`src/rtl/uart_tx_arbiter.sv`:
```
// Round-robin arbiter sharing one UART TX serializer among NUM_REQ byte producers.
// Grants bounded bursts, gates acceptance on CTS#, and forwards bytes through a one-entry register.
module uart_tx_arbiter #(
    parameter int unsigned NUM_REQ   = 4,
    parameter int unsigned DATA_BITS = 8,
    parameter int unsigned MAX_BURST = 4
) (
    input  logic                         clk,
    input  logic                         resetn,
    input  logic [NUM_REQ-1:0]           req_valid,
    input  logic [NUM_REQ*DATA_BITS-1:0] req_data,
    output logic [NUM_REQ-1:0]           req_ready,
    input  logic                         cts_n,
    output logic                         tx_valid,
    output logic [DATA_BITS-1:0]         tx_data,
    input  logic                         tx_ready,
    output logic [$clog2(NUM_REQ)-1:0]   grant_id,
    output logic                         busy
);

    localparam int unsigned GW = $clog2(NUM_REQ);
    localparam int unsigned BW = $clog2(MAX_BURST + 1);
    localparam logic [BW-1:0] BurstMax  = BW'(MAX_BURST);
    localparam logic [GW-1:0] LastReset = GW'(NUM_REQ - 1);

    typedef enum logic [0:0] {StIdle, StSend} state_e;

    state_e               state_q, state_d;
    logic [GW-1:0]        grant_q, grant_d;
    logic [GW-1:0]        last_grant_q, last_grant_d;
    logic [BW-1:0]        burst_cnt_q, burst_cnt_d;
    logic                 tx_valid_q, tx_valid_d;
    logic [DATA_BITS-1:0] tx_data_q, tx_data_d;

    logic                 pick_found;
    logic [GW-1:0]        pick_idx;
    int unsigned          cand;

    // Scan from farthest to nearest so the nearest valid index after last_grant wins.
    always_comb begin
        pick_found = 1'b0;
        pick_idx   = last_grant_q;
        cand       = 0;
        for (int unsigned k = NUM_REQ; k >= 1; k--) begin
            cand = (32'(last_grant_q) + k) % NUM_REQ;
            if (req_valid[GW'(cand)]) begin
                pick_found = 1'b1;
                pick_idx   = GW'(cand);
            end
        end
    end

    always_comb begin
        state_d      = state_q;
        grant_d      = grant_q;
        last_grant_d = last_grant_q;
        burst_cnt_d  = burst_cnt_q;
        tx_valid_d   = tx_valid_q;
        tx_data_d    = tx_data_q;
        req_ready    = '0;

        if (tx_valid_q && tx_ready) begin
            tx_valid_d = 1'b0;
        end

        unique case (state_q)
            StIdle: begin
                if (pick_found) begin
                    grant_d      = pick_idx;
                    last_grant_d = pick_idx;
                    burst_cnt_d  = '0;
                    state_d      = StSend;
                end
            end
            StSend: begin
                if (!tx_valid_q && !cts_n && req_valid[grant_q] && (burst_cnt_q < BurstMax)) begin
                    req_ready[grant_q] = 1'b1;
                    tx_data_d          = req_data[32'(grant_q) * DATA_BITS +: DATA_BITS];
                    tx_valid_d         = 1'b1;
                    burst_cnt_d        = burst_cnt_q + BW'(1);
                end
                // Release only looks at the registered output, so a drain costs one extra cycle.
                if (!tx_valid_q && ((burst_cnt_q == BurstMax) || !req_valid[grant_q])) begin
                    state_d = StIdle;
                end
            end
            default: state_d = StIdle;
        endcase
    end

    always_ff @(posedge clk) begin
        if (!resetn) begin
            state_q      <= StIdle;
            grant_q      <= '0;
            last_grant_q <= LastReset;
            burst_cnt_q  <= '0;
            tx_valid_q   <= 1'b0;
            tx_data_q    <= '0;
        end else begin
            state_q      <= state_d;
            grant_q      <= grant_d;
            last_grant_q <= last_grant_d;
            burst_cnt_q  <= burst_cnt_d;
            tx_valid_q   <= tx_valid_d;
            tx_data_q    <= tx_data_d;
        end
    end

    assign tx_valid = tx_valid_q;
    assign tx_data  = tx_data_q;
    assign grant_id = grant_q;
    assign busy     = (state_q == StSend);

endmodule

```
`config.mk`:
```
export PLATFORM = sky130hd
export DESIGN_NAME = uart_tx_arbiter
export DESIGN_NICKNAME = d
export VERILOG_FILES = /design/src/rtl/uart_tx_arbiter.sv
export SDC_FILE = /design/constraint.sdc
export NUM_CORES = 1
export LEC_CHECK = 0
export ABC_AREA = 1
export CAP_MARGIN = 20
export CORE_MARGIN = 2
export CORE_UTILIZATION = 44
export CTS_BUF_LIST = sky130_fd_sc_hd__clkbuf_16
export CTS_CLUSTER_DIAMETER = 60
export DETAILED_ROUTE_END_ITERATION = 12
export PLACE_DENSITY = 0.9
export SLEW_MARGIN = 20
export SYNTH_ARGS = -nofsm -noshare
export SYNTH_HDL_FRONTEND = slang
export SYNTH_SLANG_ARGS = --single-unit
export TNS_END_PERCENT = 10
```
`constraint.sdc`:
```
create_clock -name clk -period 3.25 [get_ports clk]
set_input_delay 0.65 -clock clk [delete_from_list [all_inputs] [get_ports clk]]
set_output_delay 0.65 -clock clk [all_outputs]
set_load 0.01 [all_outputs]
```
Word-level counts from Yosys, hierarchy flattened
Index checks and enable logic that the tools add are counted.
{"block": "totals", "regBits": 17, "out_inout_bits": 16, "elab_cells": 67, "in_bits": 40}
{"block": "classes", "magnitude_cmp": 7, "add_sub_neg": 5, "n_shift": 1, "bitwise_logic": 1, "n_mux": 31, "n_eq_ne": 3, "reduce_logical": 13}
{"op": "indexed part select 32 x 6 -> 8 bit", "n": 1}
{"op": "< comparator 2 x 3 -> 1 bit (second input constant)", "n": 5}
{"op": "two-way mux 1 bit", "n": 15}
{"op": "binary-select mux 1 bit (select 2 bit)", "n": 5}
{"op": "two-way mux 2 bit", "n": 4}
{"op": "two-way mux 4 bit", "n": 2}
{"op": "logical AND 1 bit", "n": 6}
{"op": "two-way mux 3 bit", "n": 2}
{"op": "case mux 3 bit (2 select lines)", "n": 1}
{"op": "AND reduction 2 bit", "n": 3}
{"op": "adder 2 x 1 -> 2 bit (second input constant)", "n": 2}
{"op": "adder 2 bit (second input constant)", "n": 2}
{"op": "adder 3 x 1 -> 3 bit (second input constant)", "n": 1}
{"op": "== test 3 bit (second input constant)", "n": 1}
{"op": "logical NOT 1 bit", "n": 3}
{"op": "< comparator 3 bit (second input constant)", "n": 1}
{"op": "demux 1 bit (select 2 bit)", "n": 1}
{"op": "greater-or-equal comparator 2 x 1 -> 1 bit (second input constant)", "n": 1}
{"op": "!= test 2 x 1 -> 1 bit (second input constant)", "n": 1}
{"op": "!= test 2 bit (second input constant)", "n": 1}
{"op": "case mux 1 bit (2 select lines)", "n": 1}
{"op": "logical OR 1 bit", "n": 1}
{"op": "NOT 1 bit", "n": 1}

Logic depth before layout (Yosys ltp)
Gate-level depths: netlist (run 1).
{"block": "depth", "word_depth": 9, "depth_mapped": 11}

Least setup slack after synthesis (run 1)
OpenSTA, ideal clock, no wires.
{"block": "synth_path", "kind": "input to output", "start": "in req_valid[2]", "end": "out req_ready[0]", "path_buffers": 1, "arrival_time_ns": 1.512, "cell_stages": 7, "slack_ns": 1.088, "cell_sequence": "inv_1 -> nor2_1 -> a21oi_1 -> o21ai_2 -> nand2_4 -> buf_6 -> nor3_1"}
{"block": "synth_between", "elab_chain_cells": 6}
{"element": "start: declaration", "line_no": "10", "text": "input logic [NUM_REQ-1:0] req_valid,"}
{"element": "binary-select mux 1 bit (select 2 bit)", "line_no": "76", "text": "if (!tx_valid_q && !cts_n && req_valid[grant_q] && (burst_cnt_q < BurstMax)) begin"}
{"element": "two-way mux 1 bit (implied by the code)", "line_no": "76"}
{"element": "logical AND 1 bit (2 in series)", "line_no": "76"}
{"element": "two-way mux 4 bit", "line_no": "76"}
{"element": "two-way mux 4 bit", "line_no": "66", "text": "unique case (state_q)"}
{"element": "end: declaration", "line_no": "12", "text": "output logic [NUM_REQ-1:0] req_ready,"}
Every way passes these cells. The select of a mux whose other input is x is not followed.

Final worst setup path (run 1)
{"block": "layout_path", "start": "in req_valid[0]", "end": "out req_ready[3]"}
The elaborated chain is that of the path after synthesis.

==> out/qor.yml, run 1 <==
finish:
  antennaDiodeCount: 0
  fillCellCount: 225
  synthToLayoutAreaGrowth_pct: 51.6
  final_cell_mix: "91 x nand2_1, 55 x clkdlybuf4s50_1, 26 x inv_1"
  layoutNonFillerInstCount: 292
  nNetsFinal: 304
  multi_input_area_sq_um: 727
  post-route-util: 0.691
  regArea_sq_um: 340
  final_layout_size_suffix_gt1_frac: 0.0613
  layout_commonest_cell: "nand2_1"
worst_hold_path:
  hold_depth: 2
  hp-start: "busy"
  min_to: "busy"
  hp-class: "flop to flop"
route:
  dr.pass1.iters: 4
  wirelength_um: 3330
  drc: 0
  drtAntennaViolNets: 0
  wire_per_inst_um: 11.4
  viasPerCell: 4.96
  vias: 1448
  drt_iter0_drc: 42
status:
  status: "finished, final reports clean"
placement:
  dp.cells: 288
  gp_congestion: 0.801
  dpl.hpwl_um: 2400
  io_buffers: 55
power_and_ir_drop:
  vdd_ir_drop_max_v: 0.000581
  power_leakage_nw: 0.870
  powerDensity_nw_per_um2: 543
  total_power_mw: 1.01
sta:
  min_period_ps: 3010
  max_slew_margin: 0.678
  drv_slew: 0
  setup_tns_ps: 0
  max_freq_ghz: 0.332
  grt_setup_unrepaired: "false"
  worst_pin_slew_ps: 482
  fin_skew_ps: 2.52
  hold_violations: 0
  setup_viol: 0
  post-route-period-util: 0.926
die:
  dieArea_sq_um: 3220
  die_w_um: 56.7
  die_h_um: 56.7
  num_rows: 19
  design.core.area_sq_um: 2690
  ios: 56
  initial_core_util: 0.456
run:
  drv_cap: 0
logic_synthesis:
  synth_mux_area_frac: 0
  synth_cells: 208
  avgSynthCellArea_sq_um: 5.88
  ys_ff_latch: 17
  syn-num-nets: 250
  yosysSeqAreaShare: 0.278
  synthSimpleGateAreaFrac: 0.450
  yosysWarnings: 0
  synth_compound_area_frac: 0.124
  synth_top_area_share: 0.279
  synthesis.area_sq_um: 1220
  synth_xor_area_frac: 0
  ys_types: 21
  synth_top_family_by_area: "simple AND/OR/NAND/NOR gates"
  synth_top_area_cell: "nand2_1"
  synth_fa_ha_area_frac: 0.0204
  synthTopCellsByArea: "nand2_1 28%, dfxtp_1 28%, a21oi_1 10%, inv_1 7.7%, nor3_2 4.1%"
critical_path:
  critical_path_required_ps: 2600
  worst_path_max_delay_cell: "clkdlybuf4s50_1"
  worst-path-stages: 8
  path_cells: "clkdlybuf4s50_1 > inv_1 > o21ai_0 > nand2_1 > o21ai_2 > nand2_4 > nor3_1 > clkdlybuf4s50_1"
  cp.arrival_ps: 2360
  timing.critical_path.to_type: "output pin"
  r2r_setup_slack_ps: 1710
  crit_type: "input pin to output pin"
  cpLargestDelayFamily: "buffers and inverters"
  r2r_end: "burst_cnt_q[2]"
  cpMostUsedCell: "clkdlybuf4s50_1"
  crit_buf_inv: 3
  critPathLaunchType: "input pin"
  worstPathMaxFanout: 5
  r2r_start: "grant_id[1]"
  cp_slowest_stage_delay_ps: 570
  reg2regPathDepth: 8
global_route:
  gr-total-overflow: 0
  grt_max_degree: 22
  grt_pass1_vias: 1346
  grt_usage: 0.220
  grt_pass1_wl_um: 5620
  antenna_found_initial: 0
clock_network:
  post-cts-setup-buffer-count: 0
  ctsHoldBuffers: 0
  clk_pin_slew_ps: 50
  cts.repair.resized: 0
  cts_tree: "built"
  root_buffer: "clkbuf_16"
  cts_buffer_depth: 2
  htreeDepth: 1
  clk_latency_ps: 250
  cts_sinks: 17
  cts_buffers: 3
cells in the mapped netlist, drive strengths merged:
master / instances
inv: 26
o21ai: 3
nor4: 1
nor3: 12
nand2: 92
buf: 6
ha: 2
o211ai: 1
a21oi: 25
clkbuf: 3
or2: 1
dfxtp: 17
nand4: 2
nand3: 7
nor2: 10
flip-flops by register name, summed over array words and instances (netlist names):
register / flops
tx_data: 8
burst_cnt_q: 3
grant_id: 2
last_grant_q: 2
busy: 1
tx_valid: 1
area by class of cell:
type / instances / share of cell area
multi-input cells: 156 / 0.392
repair buffers: 58 / 0.309
well taps: 31 / 0.0209
clock buffers: 3 / 0.0405
clock inverters: 1 / 0.00202
inverters: 26 / 0.0526
flip-flops and latches: 17 / 0.183
stage by stage:
stage | area, sq um | worst slack, ps | hold WS (ps)
2_1_floorplan | 1220 | 1090 | 471
3_3_place_gp | 1780 | 295 | 488
3_5_place_dp | 1780 | 258 | 487
4_1_cts | 1860 | 242 | 495
5_1_grt | 1860 | 31.3 | 525
6_report | 1860 | 240 | 492
report_power, final:
group | total [mW] | internal [mW] | leakage [nW] | switching (mW)
sequential | 0.271 | 0.241 | 0.139 | 0.0305
combinational | 0.488 | 0.201 | 0.689 | 0.288
clock | 0.248 | 0.164 | 0.0423 | 0.0849
total | 1.01 | 0.605 | 0.870 | 0.403
metal layers:
| layer | track usage | vias to the layer above | share of wire |
|---|---|---|---|
| met1 | 0.263 | 627 | 0.43 |
| met4 | 0.0764 | 0 | 0.0063 |
| met2 | 0.387 | 62 | 0.50 |
| met5 | 0 | - | 0 |
| li1 | - | 757 | - |
| met3 | 0.0461 | 2 | 0.068 |
cells by family (layout without fill, tap and decap cells):
group                      Yosys count  after routing
AOI/OAI and AO/OA                   29             29
DFF                                 17             17
and+or+nand+nor                    125            125
buffers and inverters               35             88
adders and majority gates            2              2
how the worst max path moves through the flow:
stage | from | to | slack (ps)
2_1_floorplan | req_valid[2] | req_ready[0] | 1090
3_3_place_gp | req_valid[0] | req_ready[3] | 300
3_5_place_dp | req_valid[2] | req_ready[1] | 260
4_1_cts | req_valid[2] | req_ready[1] | 240
5_1_grt | req_valid[0] | req_ready[1] | 30
6_report | req_valid[0] | req_ready[3] | 240
tightest hold or removal path, stage by stage, from the launching register on:
cell and delay, ps:
dfxtp_1 330, nand2_1 70, a21oi_1 50
Note: power is estimated with default switching activity, not from simulation.
==> inputs of run 2 (changes only) <==
Settings changed: CAP_MARGIN 20 to default, SETUP_SLACK_MARGIN from default to 0.1.
==> run 2 against run 1 <==
Net effect: flip-flop and latch count unchanged; fmax up 0.39%; clock power barely moved; die area unchanged; sequential share of layout area barely moved; largest cell class unchanged.
==> out/qor.yml, run 2 (same netlist as run 1, synthesis figures left out) <==
die:
  ios: 56
  num_rows: 19
  design.core.area_sq_um: 2690
  die_w_um: 56.7
  die_h_um: 56.7
  initial_core_util: 0.456
  dieArea_sq_um: 3220
placement:
  io_buffers: 55
  dp.cells: 288
  dpl-instance-area_sq_um: 1780
  gp_congestion: 0.801
  preCtsSetupSlack_ps: 258
  dpl.hpwl_um: 2400
critical_path:
  cpMostUsedCell: "clkdlybuf4s50_1"
  path_cells: "clkdlybuf4s50_1 > inv_1 > nor2_1 > a21oi_1 > o21ai_2 > nand2_4 > nor3_1 > clkdlybuf4s50_1"
  cp.arrival_ps: 2350
  startpoint: "req_valid[2]"
  timing.critical_path.to_type: "output pin"
  critPathLaunchType: "input pin"
  crit_buf_inv: 3
  cp_slowest_stage_delay_ps: 560
  cpLargestDelayFamily: "buffers and inverters"
  critical_path_required_ps: 2600
  worstPathMaxFanout: 5
  worst_path_max_delay_cell: "clkdlybuf4s50_1"
  crit_type: "input pin to output pin"
  r2r_start: "grant_id[1]"
sta:
  worst_pin_slew_ps: 476
  worst_slack_ps: 252
  min_period_ps: 3000
  drv_slew: 0
  setup_tns_ps: 0
  max_slew_margin: 0.682
  max_freq_ghz: 0.334
  fin_skew_ps: 2.55
  post-route-period-util: 0.922
  whs_ps: 492
  setup_viol: 0
  grt_setup_unrepaired: "false"
  hold_violations: 0
global_route:
  gr-total-overflow: 0
  grt_max_degree: 22
  grt_pass1_vias: 1346
  antenna_found_initial: 0
  grt_pass1_wl_um: 5620
  grt_usage: 0.220
clock_network:
  cts_tree: "built"
  cts.repair.resized: 0
  cts_buffer_depth: 2
  htreeDepth: 1
  root_buffer: "clkbuf_16"
  cts_buffers: 3
  cts_sinks: 17
  ctsHoldBuffers: 0
  clk_latency_ps: 250
  post-cts-setup-buffer-count: 0
  clk_pin_slew_ps: 50
route:
  wirelength_um: 3350
  vias: 1452
  drt_iter0_drc: 45
  drc: 0
  wl_met2_um: 1670
  wire_per_inst_um: 11.5
  drtAntennaViolNets: 0
  met3WireLength_um: 228
  viasPerCell: 4.97
  met1_length_um: 1430
  top_layer: "met4"
  dr.pass1.iters: 4
finish:
  final_cell_area_sq_um: 1860
  synthToLayoutAreaGrowth_pct: 51.8
  layoutNonFillerInstCount: 292
  nNetsFinal: 304
  largest_reg_flops: 8
  final_layout_size_suffix_gt1_frac: 0.0613
  antennaDiodeCount: 0
  post-route-util: 0.692
  layout_commonest_cell: "nand2_1"
  fillCellCount: 226
  final_cell_mix: "91 x nand2_1, 54 x clkdlybuf4s50_1, 26 x inv_1"
worst_hold_path:
  hp-start: "busy"
  hp-class: "flop to flop"
status:
  status: "finished, final reports clean"
power_and_ir_drop:
  power_leakage_nw: 0.889
  vdd_ir_drop_max_v: 0.000578
  total_power_mw: 1.01
  powerDensity_nw_per_um2: 543
run:
  drv_cap: 0
[run 2: cell types whose count changed in the layout (fill, tap and decap cells not counted), sizes merged]
cell           delta
dlymetal6s2s      +1
clkdlybuf4s50     -1
[run 2: report_power, final]
| group | switching [mW] | internal [mW] | total (mW) |
|---|---|---|---|
| combinational | 0.288 | 0.201 | 0.489 |
| clock | 0.0837 | 0.164 | 0.247 |
| sequential | 0.0312 | 0.241 | 0.272 |
[run 2: area by class of cell]
cell class / count / area (sq um) / share of cell area
clock inverters: 1 / 3.75 / 0.00202
well taps: 31 / 38.8 / 0.0209
repair buffers: 58 / 576 / 0.310
flip-flops and latches: 17 / 340 / 0.183
multi-input cells: 156 / 727 / 0.391
inverters: 26 / 97.6 / 0.0525
clock buffers: 3 / 75.1 / 0.0404
[run 2: layer usage]
layer  up-vias  GRT usage
met4         0     0.0764
met3         2     0.0461
met2        65      0.387
met5         -          0
met1       629      0.263
li1        756          -
[run 2: final timing paths]
check	to	slack (ps)	cells past startpoint
setup / recovery	req_ready[3]	250	8
setup reg to reg	burst_cnt_q[2]	1700	8
hold / removal	busy	490	2
hold reg to reg	busy	490	2
[run 2: worst register-to-register path: cells and delay by family (launching register included)]
kind                   cells  cell delay, ps
DFF                        1             300
and+or+nand+nor            4             380
buffers and inverters      2             560
AOI/OAI and AO/OA          2             230
==> inputs of run 3 (changes only) <==
Settings changed: ABC_AREA 1 to default, CORE_MARGIN 2 to default, CORE_UTILIZATION 44 to 41.
==> run 3 against run 2 <==
Net effect: global-route usage increased by 2.8 points; clock-buffer cell count unchanged; combinational power decreased by 57%; non-clock buffer count decreased by 2; critical path type unchanged; highest routed layer unchanged.
==> out/qor.yml, run 3 <==
logic_synthesis:
  synthTopCellsByArea: "dfxtp_1 34%, mux4_2 16%, o21ai_0 6.9%, nand2_1 5.5%, mux4_1 5.2%"
  yosysWarnings: 0
  avgSynthCellArea_sq_um: 9.22
  synth-main-ff-cell: "dfxtp_1"
  yosysSeqAreaShare: 0.335
  synth-edff-count: 0
  synthesis.area_sq_um: 1010
  synth_top_area_share: 0.335
  ys_ff_latch: 17
  synth_common_cells: "17 x dfxtp_1, 15 x nand2_1, 14 x o21ai_0, 10 x nand3_1, 7 x mux4_2"
  ys_types: 37
  synth_cells: 110
  synthArstFlopShare: 0
  yosysMostFrequentCell: "dfxtp_1"
  syn-num-nets: 152
  synth_top_area_cell: "dfxtp_1"
power_and_ir_drop:
  powerDensity_nw_per_um2: 437
  power_leakage_nw: 0.596
  vdd_ir_drop_max_v: 0.000332
  total_power_uw: 717
clock_network:
  cts.repair.resized: 0
  cts_buffer_depth: 2
  post-cts-setup-buffer-count: 0
  cts_buffers: 3
  clk_latency_ps: 250
  htreeDepth: 1
  ctsHoldBuffers: 0
  cts_sinks: 17
  root_buffer: "clkbuf_16"
  cts_tree: "built"
  clk_pin_slew_ps: 50
sta:
  hold_violations: 0
  max_slew_margin: 0.445
  min_period_ps: 2980
  drv_slew: 0
  grt_setup_unrepaired: "false"
  setup_viol: 0
  setup_tns_ps: 0
  worst_pin_slew_ps: 830
  worst_slack_ps: 271
  post-route-period-util: 0.917
  max_freq_ghz: 0.336
  fin_skew_ps: 1.85
critical_path:
  r2r_end: "burst_cnt_q[0]"
  worstPathMaxFanout: 5
  r2r_setup_slack_ps: 1130
  cp.arrival_ps: 2330
  r2r_start: "grant_id[0]"
  critPathLaunchType: "input pin"
  reg2regPathDepth: 4
  critical_path_required_ps: 2600
  timing.critical_path.to_type: "output pin"
  crit_type: "input pin to output pin"
finish:
  fillCellCount: 144
  antennaDiodeCount: 0
  final_layout_size_suffix_gt1_frac: 0.0864
  largest_reg_flops: 8
  final_cell_mix: "55 x clkdlybuf4s50_1, 17 x dfxtp_1, 15 x nand2_1"
  layout_commonest_cell: "clkdlybuf4s50_1"
  synthToLayoutAreaGrowth_pct: 61.9
  nNetsFinal: 205
route:
  drtAntennaViolNets: 0
  wirelength_um: 3020
  wire_per_inst_um: 15.9
  drt_iter0_drc: 29
  dr.pass1.iters: 4
  viasPerCell: 5.85
  drc: 0
  vias: 1112
status:
  status: "finished, final reports clean"
placement:
  gp_congestion: 0.810
  io_buffers: 55
  dpl.hpwl_um: 2270
  preCtsSetupSlack_ps: 299
worst_hold_path:
  hp-class: "flop to flop"
  hold_depth: 2
  min_to: "tx_data[5]"
  hp-start: "tx_data[5]"
die:
  die_w_um: 51.8
  die_h_um: 51.8
  dieArea_sq_um: 2680
  ios: 56
  design.core.area_sq_um: 2280
  initial_core_util: 0.446
  num_rows: 17
run:
  drv_cap: 0
global_route:
  grt_pass1_vias: 1155
  gr-total-overflow: 0
  grt_pass1_wl_um: 4880
  grt_usage: 0.248
  antenna_found_initial: 0
  grt_max_degree: 27
run 3: changes by cell type after synthesis, moves of 2 or more:
cell and delta:
inv_1 -21, mux4_1 +2, nand3_1 +3, nand2_1 -76
a21oi_1 -23, nand2b_1 +2, nor3_1 -6, nor3_2 -5
mux4_2 +7, nor2_1 -4, o21ai_0 +12
run 3: how the worst max path moves through the flow:
stage,startpoint,to
detailed placement,cts_n,req_ready[0]
global placement,cts_n,req_ready[1]
CTS,cts_n,req_ready[1]
finish,cts_n,req_ready[1]
global route,cts_n,req_ready[1]
floorplan,cts_n,req_ready[0]
run 3: cell type report:
cell class / count / area, sq um / area share
Timing Repair Buffer: 56 / 558 / 0.340
Inverter: 4 / 15.0 / 0.00914
Clock inverter: 1 / 3.75 / 0.00228
Clock buffer: 3 / 75.1 / 0.0457
Multi-Input combinational cell: 81 / 616 / 0.375
Sequential cell: 17 / 340 / 0.207
Tap cell: 28 / 35.0 / 0.0213
run 3: stage by stage:
step / cells / area (sq um) / hold slack (ps) / utilization
floorplan: 110 / 1010 / 469 / -
global placement: 186 / 1560 / 457 / 0.687
detailed placement: 186 / 1560 / 465 / 0.687
CTS: 190 / 1640 / 474 / 0.722
global route: 190 / 1640 / 507 / 0.722
finish: 190 / 1640 / 470 / 0.722
run 3: routing by layer:
metal,global-route usage,vias to the layer above,part of all wire
li1,-,508,-
met1,0.260,518,0.37
met2,0.448,70,0.50
met3,0.0819,16,0.097
met4,0.104,0,0.031
met5,0,-,0
run 3: power breakdown:
group          internal, mW  leakage, nW  switching (mW)  total (mW)
registers             0.228        0.139          0.0390       0.267
logic                 0.132        0.415          0.0761       0.208
clock network         0.163       0.0423          0.0786       0.242
total                 0.524        0.596           0.194       0.717
run 3: kinds of logic after synthesis:
group,synth area share
AND/OR/NAND/NOR,0.228
AO/OA/AOI/OAI,0.147
flip-flops,0.335
buffers and inverters,0.0579
multiplexers,0.207
adder cells (fa/ha/maj),0.0247
run 3: worst max-delay path: stages:
cell and delay (ps):
clkdlybuf4s50_1 420, nor4b_2 260, buf_4 180, nand2_1 70, nor3_1 180, clkdlybuf4s50_1 570
